File: src/rtl/video_timing_pkg.sv
`default_nettype none
// ==== video_timing_pkg : mode codes, FSM encoding and timing helpers (rev 1.0) ====
package video_timing_pkg;

  localparam logic [1:0] MODE_PASS  = 2'd0;
  localparam logic [1:0] MODE_BARS  = 2'd1;
  localparam logic [1:0] MODE_GRID  = 2'd2;
  localparam logic [1:0] MODE_SOLID = 2'd3;

  typedef enum logic [1:0] {
    ST_IDLE    = 2'd0,
    ST_WAIT_GO = 2'd1,
    ST_RUN     = 2'd2
  } vtg_state_e;

  function automatic int vtg_total(input int act, input int fp, input int sync, input int bp);
    return act + fp + sync + bp;
  endfunction

  // Per-channel on/off {R,G,B} for bars, left to right
  function automatic logic [2:0] bar_colour(input logic [2:0] idx);
    case (idx)
      3'd0:    return 3'b111;
      3'd1:    return 3'b110;
      3'd2:    return 3'b011;
      3'd3:    return 3'b010;
      3'd4:    return 3'b101;
      3'd5:    return 3'b100;
      3'd6:    return 3'b001;
      default: return 3'b000;
    endcase
  endfunction

endpackage
`default_nettype wire

File: src/rtl/vtg_hv_counter.sv
`default_nettype none
// ==== vtg_hv_counter : raster h/v counters with frame-wrap flag (rev 1.0) ====
module vtg_hv_counter #(
  parameter int CNT_W   = 12,
  parameter int H_TOTAL = 2200,
  parameter int V_TOTAL = 1125
) (
  input  logic             clk_i,
  input  logic             rst_i,
  input  logic             run_i,
  output logic [CNT_W-1:0] h_o,
  output logic [CNT_W-1:0] v_o,
  output logic             frame_wrap_o
);

  localparam logic [CNT_W-1:0] H_LAST = CNT_W'(H_TOTAL - 1);
  localparam logic [CNT_W-1:0] V_LAST = CNT_W'(V_TOTAL - 1);

  logic [CNT_W-1:0] h_q, h_d, v_q, v_d;
  logic             h_last, v_last;

  assign h_last = (h_q == H_LAST);
  assign v_last = (v_q == V_LAST);

  always_comb begin
    h_d = h_q;
    v_d = v_q;
    if (!run_i) begin
      h_d = '0;
      v_d = '0;
    end else if (h_last) begin
      h_d = '0;
      v_d = v_last ? '0 : v_q + 1'b1;
    end else begin
      h_d = h_q + 1'b1;
    end
  end

  always_ff @(posedge clk_i or posedge rst_i) begin
    if (rst_i) begin
      h_q <= '0;
      v_q <= '0;
    end else begin
      h_q <= h_d;
      v_q <= v_d;
    end
  end

  assign h_o          = h_q;
  assign v_o          = v_q;
  assign frame_wrap_o = run_i & h_last & v_last;

endmodule
`default_nettype wire

File: src/rtl/video_timing_gen.sv
`default_nettype none
// ==== video_timing_gen : parametrised raster timing generator and output formatter (rev 1.0) ====
module video_timing_gen
  import video_timing_pkg::*;
#(
  parameter int DATA_W   = 8,
  parameter int H_ACTIVE = 1920,
  parameter int H_FP     = 88,
  parameter int H_SYNC   = 44,
  parameter int H_BP     = 148,
  parameter int V_ACTIVE = 1080,
  parameter int V_FP     = 4,
  parameter int V_SYNC   = 5,
  parameter int V_BP     = 36,
  parameter bit HS_POL   = 1'b1,
  parameter bit VS_POL   = 1'b1,
  parameter int CNT_W    = 12
) (
  input  logic                  iClk,
  input  logic                  iRst,
  input  logic                  iEnable,
  input  logic                  iFreeRun,
  input  logic                  iGo,
  input  logic [1:0]            ivMode,
  input  logic [3*DATA_W-1:0]   ivSolid,
  input  logic [3*DATA_W-1:0]   ivRGB,
  input  logic                  iValid,
  input  logic                  iClrUnderflow,
  output logic                  oReq,
  output logic [DATA_W-1:0]     ovR,
  output logic [DATA_W-1:0]     ovG,
  output logic [DATA_W-1:0]     ovB,
  output logic                  oHS,
  output logic                  oVS,
  output logic                  oDE,
  output logic [CNT_W-1:0]      ovHcounter,
  output logic [CNT_W-1:0]      ovVcounter,
  output logic                  oFrameStart,
  output logic                  oUnderflow
);

  localparam int PIX_W   = 3 * DATA_W;
  localparam int H_TOTAL = vtg_total(H_ACTIVE, H_FP, H_SYNC, H_BP);
  localparam int V_TOTAL = vtg_total(V_ACTIVE, V_FP, V_SYNC, V_BP);
  localparam int BAR_W   = (H_ACTIVE / 8 > 0) ? H_ACTIVE / 8 : 1;

  localparam logic [CNT_W-1:0] H_ACT_C  = CNT_W'(H_ACTIVE);
  localparam logic [CNT_W-1:0] V_ACT_C  = CNT_W'(V_ACTIVE);
  localparam logic [CNT_W-1:0] HS_BEG_C = CNT_W'(H_ACTIVE + H_FP);
  localparam logic [CNT_W-1:0] HS_END_C = CNT_W'(H_ACTIVE + H_FP + H_SYNC);
  localparam logic [CNT_W-1:0] VS_BEG_C = CNT_W'(V_ACTIVE + V_FP);
  localparam logic [CNT_W-1:0] VS_END_C = CNT_W'(V_ACTIVE + V_FP + V_SYNC);
  localparam logic [CNT_W-1:0] BAR_W_C  = CNT_W'(BAR_W);

  vtg_state_e       state_q, state_d;
  logic             mode_load;
  logic [1:0]       mode_q;
  logic             run, frame_wrap;
  logic [CNT_W-1:0] hcnt, vcnt;

  vtg_hv_counter #(
    .CNT_W   (CNT_W),
    .H_TOTAL (H_TOTAL),
    .V_TOTAL (V_TOTAL)
  ) u_hv (
    .clk_i        (iClk),
    .rst_i        (iRst),
    .run_i        (run),
    .h_o          (hcnt),
    .v_o          (vcnt),
    .frame_wrap_o (frame_wrap)
  );

  assign run = (state_q == ST_RUN);

  // A stop request is only honoured at the frame wrap, so frames are never cut short
  always_comb begin
    state_d   = state_q;
    mode_load = 1'b0;
    case (state_q)
      ST_IDLE:    if (iEnable) state_d = ST_WAIT_GO;
      ST_WAIT_GO: begin
        if (!iEnable) begin
          state_d = ST_IDLE;
        end else if (iFreeRun || iGo) begin
          state_d   = ST_RUN;
          mode_load = 1'b1;
        end
      end
      ST_RUN: begin
        if (frame_wrap) begin
          mode_load = 1'b1;
          if (!iEnable) state_d = ST_IDLE;
        end
      end
      default: state_d = ST_IDLE;
    endcase
  end

  always_ff @(posedge iClk or posedge iRst) begin
    if (iRst) begin
      state_q <= ST_IDLE;
      mode_q  <= MODE_PASS;
    end else begin
      state_q <= state_d;
      if (mode_load) mode_q <= ivMode;
    end
  end

  logic             active, hs_win, vs_win;
  logic [CNT_W-1:0] bar_div;
  logic [2:0]       bar_idx, bar_on;
  logic [PIX_W-1:0] pat_d;

  assign active  = run && (hcnt < H_ACT_C) && (vcnt < V_ACT_C);
  assign hs_win  = run && (hcnt >= HS_BEG_C) && (hcnt < HS_END_C);
  assign vs_win  = run && (vcnt >= VS_BEG_C) && (vcnt < VS_END_C);
  assign bar_div = hcnt / BAR_W_C;
  assign bar_idx = (bar_div > CNT_W'(7)) ? 3'd7 : bar_div[2:0];
  assign bar_on  = bar_colour(bar_idx);

  always_comb begin
    pat_d = '0;
    case (mode_q)
      MODE_BARS:  pat_d = {{DATA_W{bar_on[2]}}, {DATA_W{bar_on[1]}}, {DATA_W{bar_on[0]}}};
      MODE_GRID:  pat_d = ((hcnt[4:0] == 5'd0) || (vcnt[4:0] == 5'd0)) ? '1 : '0;
      MODE_SOLID: pat_d = ivSolid;
      default:    pat_d = '0;
    endcase
  end

  logic             req_q, de1_q, hs1_q, vs1_q;
  logic [PIX_W-1:0] pat1_q;
  logic             de_q, hs_q, vs_q, unf_q;
  logic [PIX_W-1:0] rgb_q;

  always_ff @(posedge iClk or posedge iRst) begin
    if (iRst) begin
      req_q  <= 1'b0;
      de1_q  <= 1'b0;
      hs1_q  <= ~HS_POL;
      vs1_q  <= ~VS_POL;
      pat1_q <= '0;
      de_q   <= 1'b0;
      hs_q   <= ~HS_POL;
      vs_q   <= ~VS_POL;
      rgb_q  <= '0;
      unf_q  <= 1'b0;
    end else begin
      req_q  <= active && (mode_q == MODE_PASS);
      de1_q  <= active;
      hs1_q  <= hs_win ? HS_POL : ~HS_POL;
      vs1_q  <= vs_win ? VS_POL : ~VS_POL;
      pat1_q <= active ? pat_d : '0;
      de_q   <= de1_q;
      hs_q   <= hs1_q;
      vs_q   <= vs1_q;
      // Passthrough pixels come from the upstream FIFO; a missing word blanks the pixel
      if (!de1_q)     rgb_q <= '0;
      else if (req_q) rgb_q <= iValid ? ivRGB : '0;
      else            rgb_q <= pat1_q;
      if (req_q && !iValid) unf_q <= 1'b1;
      else if (iClrUnderflow) unf_q <= 1'b0;
    end
  end

  assign oReq        = req_q;
  assign oDE         = de_q;
  assign oHS         = hs_q;
  assign oVS         = vs_q;
  assign ovR         = rgb_q[PIX_W-1 -: DATA_W];
  assign ovG         = rgb_q[2*DATA_W-1 -: DATA_W];
  assign ovB         = rgb_q[DATA_W-1:0];
  assign ovHcounter  = hcnt;
  assign ovVcounter  = vcnt;
  assign oFrameStart = run && (hcnt == '0) && (vcnt == '0);
  assign oUnderflow  = unf_q;

endmodule
`default_nettype wire

File: config.mk
export PLATFORM = sky130hd
export DESIGN_NAME = video_timing_gen
export DESIGN_NICKNAME = d
export VERILOG_FILES = /design/src/rtl/video_timing_pkg.sv /design/src/rtl/vtg_hv_counter.sv /design/src/rtl/video_timing_gen.sv
export SDC_FILE = /design/constraint.sdc
export NUM_CORES = 1
export LEC_CHECK = 0
export ABC_AREA = 1
export BUFFER_PORTS_ARGS = -buffer_cell sky130_fd_sc_hd__buf_2
export CORE_UTILIZATION = 57
export CTS_CLUSTER_DIAMETER = 80
export DETAILED_ROUTE_END_ITERATION = 8
export PLACE_DENSITY = 0.86
export SLEW_MARGIN = 15
export SYNTH_ARGS = -nofsm -noshare
export SYNTH_HDL_FRONTEND = slang
export SYNTH_SLANG_ARGS = --single-unit
File: constraint.sdc
create_clock -name iClk -period 6.1 [get_ports iClk]
set_input_delay 1.22 -clock iClk [delete_from_list [all_inputs] [get_ports iClk]]
set_output_delay 1.22 -clock iClk [all_outputs]
set_load 0.03 [all_outputs]
==> impl_metrics.yaml, run 1 <==
placement:
  pre_cts_ws_ps: 3160
  detailed_place_hpwl_um: 6820
  post_dp_cell_area_um2: 4680
  numPortBuffers: 110
  gp_congestion: 0.936
clocking:
  ctsHoldBuffers: 0
  clk_path_buf_depth: 2
  clkLatencyLatePin_ps: 370
  cts_root_buffer: "clkbuf_8"
  clock-sinks: 84
  numCtsBuffers: 9
  cts_tree: "built"
  post_cts_buffers: 0
  cts-resized-gates: 0
  cts-htree-levels: 3
  cts.clk_slew.worst_paths_ps: 80
run_status:
  status: "completed"
global_routing:
  grt_pass1_wl_um: 15200
  met2_usage_pct: 45.3
  grt_overflow: 0
  grt_max_degree: 85
  met1_usage_pct: 32.4
  track_usage_pct: 26.5
  antenna_found_initial: 0
  busiest_layer: "met2"
  use_met3_pct: 6.19
  grt_pass1_vias: 3324
floorplanning:
  die_h_um: 86.5
  dieArea_um2: 7470
  start_util_pct: 59.5
  io_pins: 111
  die_w_um: 86.5
  num_rows: 30
  core_um2: 6830
cells_and_area:
  finalInstanceArea_um2: 4860
  nNetsFinal: 661
  fillerInstances: 544
  drive_gt1_share_pct: 24.5
  multi_input_area_um2: 1660
  final_cell_mix: "110 x buf_2, 84 x dfrtp_1, 82 x a21oi_1, 78 x nand2_1, 55 x inv_1"
  num_antenna_cells: 0
  seq_area_um2: 2100
  area_delta_synth_final_pct: 19.5
  final_common_cell: "buf_2"
sta:
  finalHoldViolations: 0
  fin_ws_ps: 2750
  worstMarginPinSlew_ps: 1020
  fin_crit_sh_pct: 54.9
  fin_skew_ps: 10.7
  fmax_ghz: 0.299
  final.setup.tns_ps: 0
  setup_violations: 0
  report.final.slew_viol_count: 0
  hold_ws_ps: 358
  rsz0062_at_grt: "false"
  period_needed_ps: 3350
  slew_headroom_pct: 32.0
synth:
  async_flop_share_pct: 100
  ys_warn_count: 0
  synth_edf_count: 0
  synthFlopType: "dfrtp_1"
  yosysTopAreaCellShare_pct: 51.7
  syn-num-nets: 557
  yosysTopAreaCell: "dfrtp_1"
  synth.area.top_cells: "dfrtp_1 52%, a21oi_1 10%, nand2_1 7.2%"
  syn_area_um2: 4070
  syn_inst: 492
  synth-seq-cells: 84
  synth_cell_types: 36
  synth_seq_area_share_pct: 51.7
  syn_area_per_cell_um2: 8.26
worst_setup_path:
  path_class: "flip-flop to output pin"
  critPathCaptureType: "output pin"
  slowest_delay_ps: 460
  required_ps: 4880
  path_common_cell: "nor3_1"
  reg2regPathDepth: 6
  critPathMaxFanout: 7
  critPathSlowestCell: "dfrtp_1"
  startpoint_type: "flip-flop"
  cp.arrival_ps: 2130
  cp_cell_sequence: "nor3_1 > inv_1 > nor3_1 > nand4_1 > nor4_1 > buf_2"
route:
  viasPerCell: 5.36
  wire_per_inst_um: 13.6
  wirelength_um: 9490
  antenna_left: 0
  route.detailed.drc: 0
  drt_pass1_iterations: 4
  drt-initial-drc-count: 167
  vias: 3737
min_path:
  holdPathStages: 0
  hold_path.class: "flip-flop to flip-flop"
run:
  cap_violations: 0
power_and_ir_drop:
  irDropWorstVdd_v: 0.000157
  power_density_nw_per_um2: 284
  power.static_leakage_nw: 2.40
  total_power_mw: 1.38
## cell type report
cell class / instances / area share (%)
inverters: 61 / 4.74
multi-input cells: 328 / 34.1
repair buffers: 112 / 11.6
flip-flops and latches: 84 / 43.3
clock buffers: 10 / 2.83
clock inverters: 6 / 0.953
well taps: 96 / 2.47
## stage by stage
step / util (%) / instances
floorplan: - / 492
global placement: 68.4 / 681
detailed placement: 68.4 / 681
CTS: 71.1 / 697
global route: 71.1 / 697
finish: 71.1 / 697
## cells in the mapped netlist, types with 2 or more instances
cell type  instances
dfrtp_1           84
a21oi_1           82
nand2_1           78
inv_1             56
nand3_1           42
nor2_1            38
o21ai_0           18
clkbuf_1          17
nor3_1            17
ha_1               8
nand2_2            7
nand4_1            7
o22ai_1            6
inv_2              5
nor4_1             4
o32ai_1            2
xor2_1             2
## worst paths after layout
kind | slack (ps) | end | startpoint
min in group asynchronous | 1180 | u_hv.v_o[9] | iRst
max | 2750 | oFrameStart | u_hv.h_o[9]
min | 360 | oVS | vs1_q
max in group asynchronous | 4280 | pat1_q[14] | iRst
min reg2reg | 360 | oVS | vs1_q
max reg2reg | 3850 | u_hv.v_o[8] | u_hv.h_o[11]
## cells by family after synthesis
kind of cell,synth area share (%)
buffers and inverters,7.51
xor gates and xnor gates,0.646
and+or+nand+nor,22.0
DFF,51.7
AOI/OAI and AO/OA,15.7
adders and majority gates,2.46
## critical path, delay by kind of cell (launching register included)
kind / cells / cell delay [ps]
buffers and inverters: 2 / 330
flip-flops: 1 / 460
AND/OR/NAND/NOR: 4 / 970
## sequential cells by signal, summed over array words and instances, names as in the netlist, 2 cells and up
name	cells
mode_q	2
rgb_q	24
u_hv.v_o	12
u_hv.h_o	12
state_q	2
pat1_q	24
## power breakdown
group | switching [mW] | leakage [nW] | internal, mW
Combinational | 0.251 | 1.15 | 0.106
Clock | 0.210 | 0.0893 | 0.162
Sequential | 0.0300 | 1.16 | 0.621
## metal layers
| layer | part of all wire (%) | routed length (µm) |
|---|---|---|
| met5 | 0 | 0 |
| met4 | 1.8 | 168 |
| met3 | 7.4 | 701 |
| met2 | 48 | 4600 |
| met1 | 42 | 4020 |
(Power assumes the default switching activity.)
==> run 2, diff against run 1 <==
- CORE_UTILIZATION: 57 -> 52
- PLACE_DENSITY: 0.86 -> 0.79
- clock period: 6.1 -> 3.1 ns (I/O delays scaled with it)
==> run 2 against run 1 <==
Against the previous run:
- count of clock-buffer cells in the layout grew 2
- via count shrank 0.51%
- wire length shrank 0.44%
- first-iteration DRC count grew 23%
- combinational power grew 95%
- largest cell class unchanged
==> impl_metrics.yaml, run 2 (synthesis results as in run 1) <==
cells_and_area:
  top_regs: "pat1_q x24, rgb_q x24"
  nNetsFinal: 662
  area_delta_synth_final_pct: 20.0
  num_antenna_cells: 0
  final_cells: 701
  final_util_pct: 65.9
  drive_gt1_share_pct: 24.6
  final_common_cell: "buf_2"
  final_cell_mix: "110 x buf_2, 84 x dfrtp_1, 82 x a21oi_1, 78 x nand2_1, 55 x inv_1"
  fillerInstances: 639
sta:
  rsz0062_at_grt: "false"
  worstMarginPinSlew_ps: 901
  fin_skew_ps: 8.65
  period_needed_ps: 2650
  fin_crit_sh_pct: 85.4
  setup_violations: 0
  fmax_ghz: 0.378
  finalHoldViolations: 0
  report.final.slew_viol_count: 0
  final.setup.tns_ps: 0
  slew_headroom_pct: 39.9
route:
  wire_per_inst_um: 13.5
  route.detailed.drc: 0
  top_layer: "met4"
  route.met2.wl_um: 4450
  drt_pass1_iterations: 5
  vias: 3718
  dr_wl_met3_um: 703
  wl_met1_um: 4050
  wirelength_um: 9450
  viasPerCell: 5.30
  drt-initial-drc-count: 206
  antenna_left: 0
clocking:
  cts.clk_slew.worst_paths_ps: 90
  ctsHoldBuffers: 0
  clk_path_buf_depth: 2
  cts_tree: "built"
  clkLatencyLatePin_ps: 350
  numCtsBuffers: 9
  cts-resized-gates: 0
  clock-sinks: 84
  post_cts_buffers: 0
  cts_root_buffer: "clkbuf_8"
  cts-htree-levels: 3
worst_setup_path:
  startpoint: "u_hv.h_o[9]"
  r2r-start: "u_hv.h_o[8]"
  critPathMaxFanout: 7
  required_ps: 2480
  cp.arrival_ps: 2030
  critPathCaptureType: "output pin"
  startpoint_type: "flip-flop"
  path_class: "flip-flop to output pin"
run:
  cap_violations: 0
placement:
  place_inst: 685
  detailed_place_hpwl_um: 6990
  gp_congestion: 0.898
  numPortBuffers: 110
power_and_ir_drop:
  power_density_nw_per_um2: 558
  irDropWorstVdd_v: 0.000300
  power.static_leakage_nw: 2.41
global_routing:
  antenna_found_initial: 0
  grt_overflow: 0
  grt_pass1_wl_um: 15800
  track_usage_pct: 24.2
  grt_pass1_vias: 3485
  grt_max_degree: 46
floorplanning:
  dieArea_um2: 8170
  core_um2: 7410
  num_rows: 31
  io_pins: 111
  start_util_pct: 54.9
  die_h_um: 90.4
  die_w_um: 90.4
min_path:
  hold_path.startpoint: "hs1_q"
  hold_path.class: "flip-flop to flip-flop"
run_status:
  status: "completed"
## run 2: layer usage
layer,vias to the layer above,track usage [%]
li1,1854,-
met1,1689,30.2
met2,153,40.1
met3,22,5.64
met4,0,10.6
met5,-,0
## run 2: cell type report
class                   instances  area [µm²]  share of cell area, %
clock inverters                 4        33.8                  0.692
well taps                      99         124                   2.54
multi-input cells             328        1660                   34.1
repair buffers                113         573                   11.7
clock buffers                  12         155                   3.18
flip-flops and latches         84        2100                   43.1
inverters                      61         230                   4.72
## run 2: power breakdown
part           internal (mW)  switching [mW]
sequential              1.22          0.0602
clock                  0.340           0.401
combinational          0.210           0.489
## run 2: final timing paths
| check | cells past startpoint | end | slack [ps] |
|---|---|---|---|
| setup / recovery | 6 | oFrameStart | 450 |
| hold / removal | 0 | oHS | 360 |
| setup reg to reg | 16 | pat1_q[1] | 850 |
| hold reg to reg | 0 | oHS | 360 |
| max in group asynchronous | 3 | pat1_q[13] | 1990 |
| min in group asynchronous | 2 | oVS | 370 |
## run 2: critical path: stages (launching register included)
cell and delay, ps:
dfrtp_1 470, nor3_1 310, inv_1 70, nor3_1 210
nand4_1 110, nor4_1 240, buf_2 260
## run 2: through the flow
stage	setup WS, ps	total power, mW	cell area (µm²)	hold slack (ps)
CTS	479	2.73	4880	365
detailed placement	881	2.00	4690	345
finish	454	2.72	4880	361
floorplan	315	1.82	4070	331
global placement	899	1.98	4690	337
global route	368	2.89	4880	369
==> run 3, diff against run 2 <==
==> constraint.sdc (replaced) <==
create_clock -name iClk -period 3.1 [get_ports iClk]
set_input_delay 0.155 -clock iClk [delete_from_list [all_inputs] [get_ports iClk]]
set_output_delay 0.155 -clock iClk [all_outputs]
set_load 0.03 [all_outputs]
==> run 3 against run 2 <==
Against the previous run:
- sequential power hardly changed
- register-to-register slack better by 70 ps
- largest cell class unchanged
- design area increased by 0.41%
- total power increased by 1.1%
- die area unchanged
==> impl_metrics.yaml, run 3 (synthesis results as in run 1) <==
floorplanning:
  core_um2: 7410
  num_rows: 31
  dieArea_um2: 8170
  io_pins: 111
  start_util_pct: 54.9
  die_h_um: 90.4
  die_w_um: 90.4
min_path:
  hold_path.class: "primary input to flip-flop"
  holdPathStages: 3
global_routing:
  track_usage_pct: 24.1
  antenna_found_initial: 0
  busiest_layer: "met2"
  grt_overflow: 0
  grt_max_degree: 56
  use_met3_pct: 5.98
  met1_usage_pct: 32.2
  met2_usage_pct: 38.9
  grt_pass1_vias: 3391
  grt_pass1_wl_um: 15600
worst_setup_path:
  r2r-end: "pat1_q[1]"
  crit_cells: 6
  reg2regPathDepth: 14
  crit_family: "simple AND/OR/NAND/NOR gates"
  critPathSlowestCell: "dfrtp_1"
  startpoint: "u_hv.h_o[9]"
  critPathCaptureType: "output pin"
  required_ps: 2940
  startpoint_type: "flip-flop"
  crit_buf_inv: 2
  cp-endpoint: "oFrameStart"
  path_common_cell: "nor3_1"
  cp.arrival_ps: 2100
  r2r_slack_ps: 920
  critPathMaxFanout: 7
  r2r-start: "u_hv.h_o[8]"
  slowest_delay_ps: 470
  cp_cell_sequence: "nor3_1 > inv_1 > nor3_1 > nand4_1 > nor4_1 > buf_2"
  path_class: "flip-flop to output pin"
cells_and_area:
  final_cells: 702
  final_cell_mix: "110 x buf_2, 84 x dfrtp_1, 82 x a21oi_1, 78 x nand2_1, 55 x inv_1"
  top_regs: "pat1_q x24, rgb_q x24"
  drive_gt1_share_pct: 24.5
  nNetsFinal: 664
  final_common_cell: "buf_2"
  num_antenna_cells: 0
  finalInstanceArea_um2: 4900
  area_delta_synth_final_pct: 20.5
sta:
  report.final.slew_viol_count: 0
  finalHoldViolations: 0
  fin_crit_sh_pct: 72.8
  final.setup.tns_ps: 0
  period_needed_ps: 2260
  setup_violations: 0
  fmax_ghz: 0.443
  slew_headroom_pct: 38.1
  worstMarginPinSlew_ps: 928
  rsz0062_at_grt: "false"
  fin_skew_ps: 8.08
placement:
  numPortBuffers: 110
  place_inst: 685
  gp_congestion: 0.948
  detailed_place_hpwl_um: 6880
  post_dp_cell_area_um2: 4690
route:
  antenna_left: 0
  vias: 3733
  drt-initial-drc-count: 155
  wirelength_um: 9320
  drt_pass1_iterations: 5
  viasPerCell: 5.32
  wire_per_inst_um: 13.3
  route.detailed.drc: 0
clocking:
  clk_path_buf_depth: 2
  cts-resized-gates: 0
  cts_tree: "built"
  clkLatencyLatePin_ps: 360
  numCtsBuffers: 9
  cts-htree-levels: 3
  cts.clk_slew.worst_paths_ps: 80
  cts_root_buffer: "clkbuf_8"
  clock-sinks: 84
power_and_ir_drop:
  power.static_leakage_nw: 2.42
  power_frac_comb_pct: 25.5
  p_clk_share_pct: 27.9
  sequentialPowerShare_pct: 46.6
  p_sw_share_pct: 34.5
  p_sw_mw: 0.950
  power_density_nw_per_um2: 562
  irDropWorstVdd_v: 0.000358
  intPower_mw: 1.80
  total_power_mw: 2.75
run:
  cap_violations: 0
run_status:
  status: "completed"
==> run 3: cell count changes in the layout (fill, tap and decap cells not counted) <==
cell	delta
clkbuf_8	-2
clkinv_2	+2
clkinv_4	-2
dlygate4sd3_1	+2
bufinv_16	+1
clkbuf_1	-1
inv_6	+1
==> run 3: area by class of cell <==
class	count	area (µm²)
Clock buffer	9	124
Clock inverter	6	65.1
Fill cell	645	2510
Inverter	61	230
Multi-Input combinational cell	328	1660
Sequential cell	84	2100
Tap cell	99	124
Timing Repair Buffer	115	593
==> run 3: stage by stage <==
stage / hold WS [ps] / setup slack [ps] / utilization, %
2_1_floorplan: 255 / 780 / -
3_3_place_gp: 335 / 979 / 63.3
3_5_place_dp: 336 / 945 / 63.3
4_1_cts: 44.2 / 836 / 66.1
5_1_grt: 35.2 / 581 / 66.1
6_report: 50.9 / 844 / 66.1
==> run 3: tightest hold or removal path, cell delays in order <==
cell,delay (ps)
buf_2,90
nand3_1,70
a21oi_1,60
==> run 3: timing repair <==
item                      in CTS  in global routing
buffers inserted               0                  0
hold endpoints to repair      54                  0
hold buffers                   2                  0
==> run 3: metal layers <==
metal	part of all wire (%)	up-vias
met3	6.9	16
li1	-	1855
met2	48	168
met1	44	1694
met4	1.5	0
met5	0	-
==> run 3: worst min-delay path by stage <==
stage                       endpoint          start
after detailed placement         oVS          vs1_q
after floorplan           oUnderflow  iClrUnderflow
after global placement           oVS          vs1_q
final                       rgb_q[7]       ivRGB[7]
after CTS                  rgb_q[14]      ivRGB[14]
after global routing       rgb_q[17]      ivRGB[17]
==> run 3: power groups by stage <==
stage / Clock, mW / Sequential (mW) / Combinational, mW
floorplan: 0 / 1.33 / 0.481
global placement: 0 / 1.30 / 0.680
detailed placement: 0 / 1.31 / 0.696
CTS: 0.777 / 1.28 / 0.703
global route: 0.822 / 1.30 / 0.800
finish: 0.769 / 1.28 / 0.701
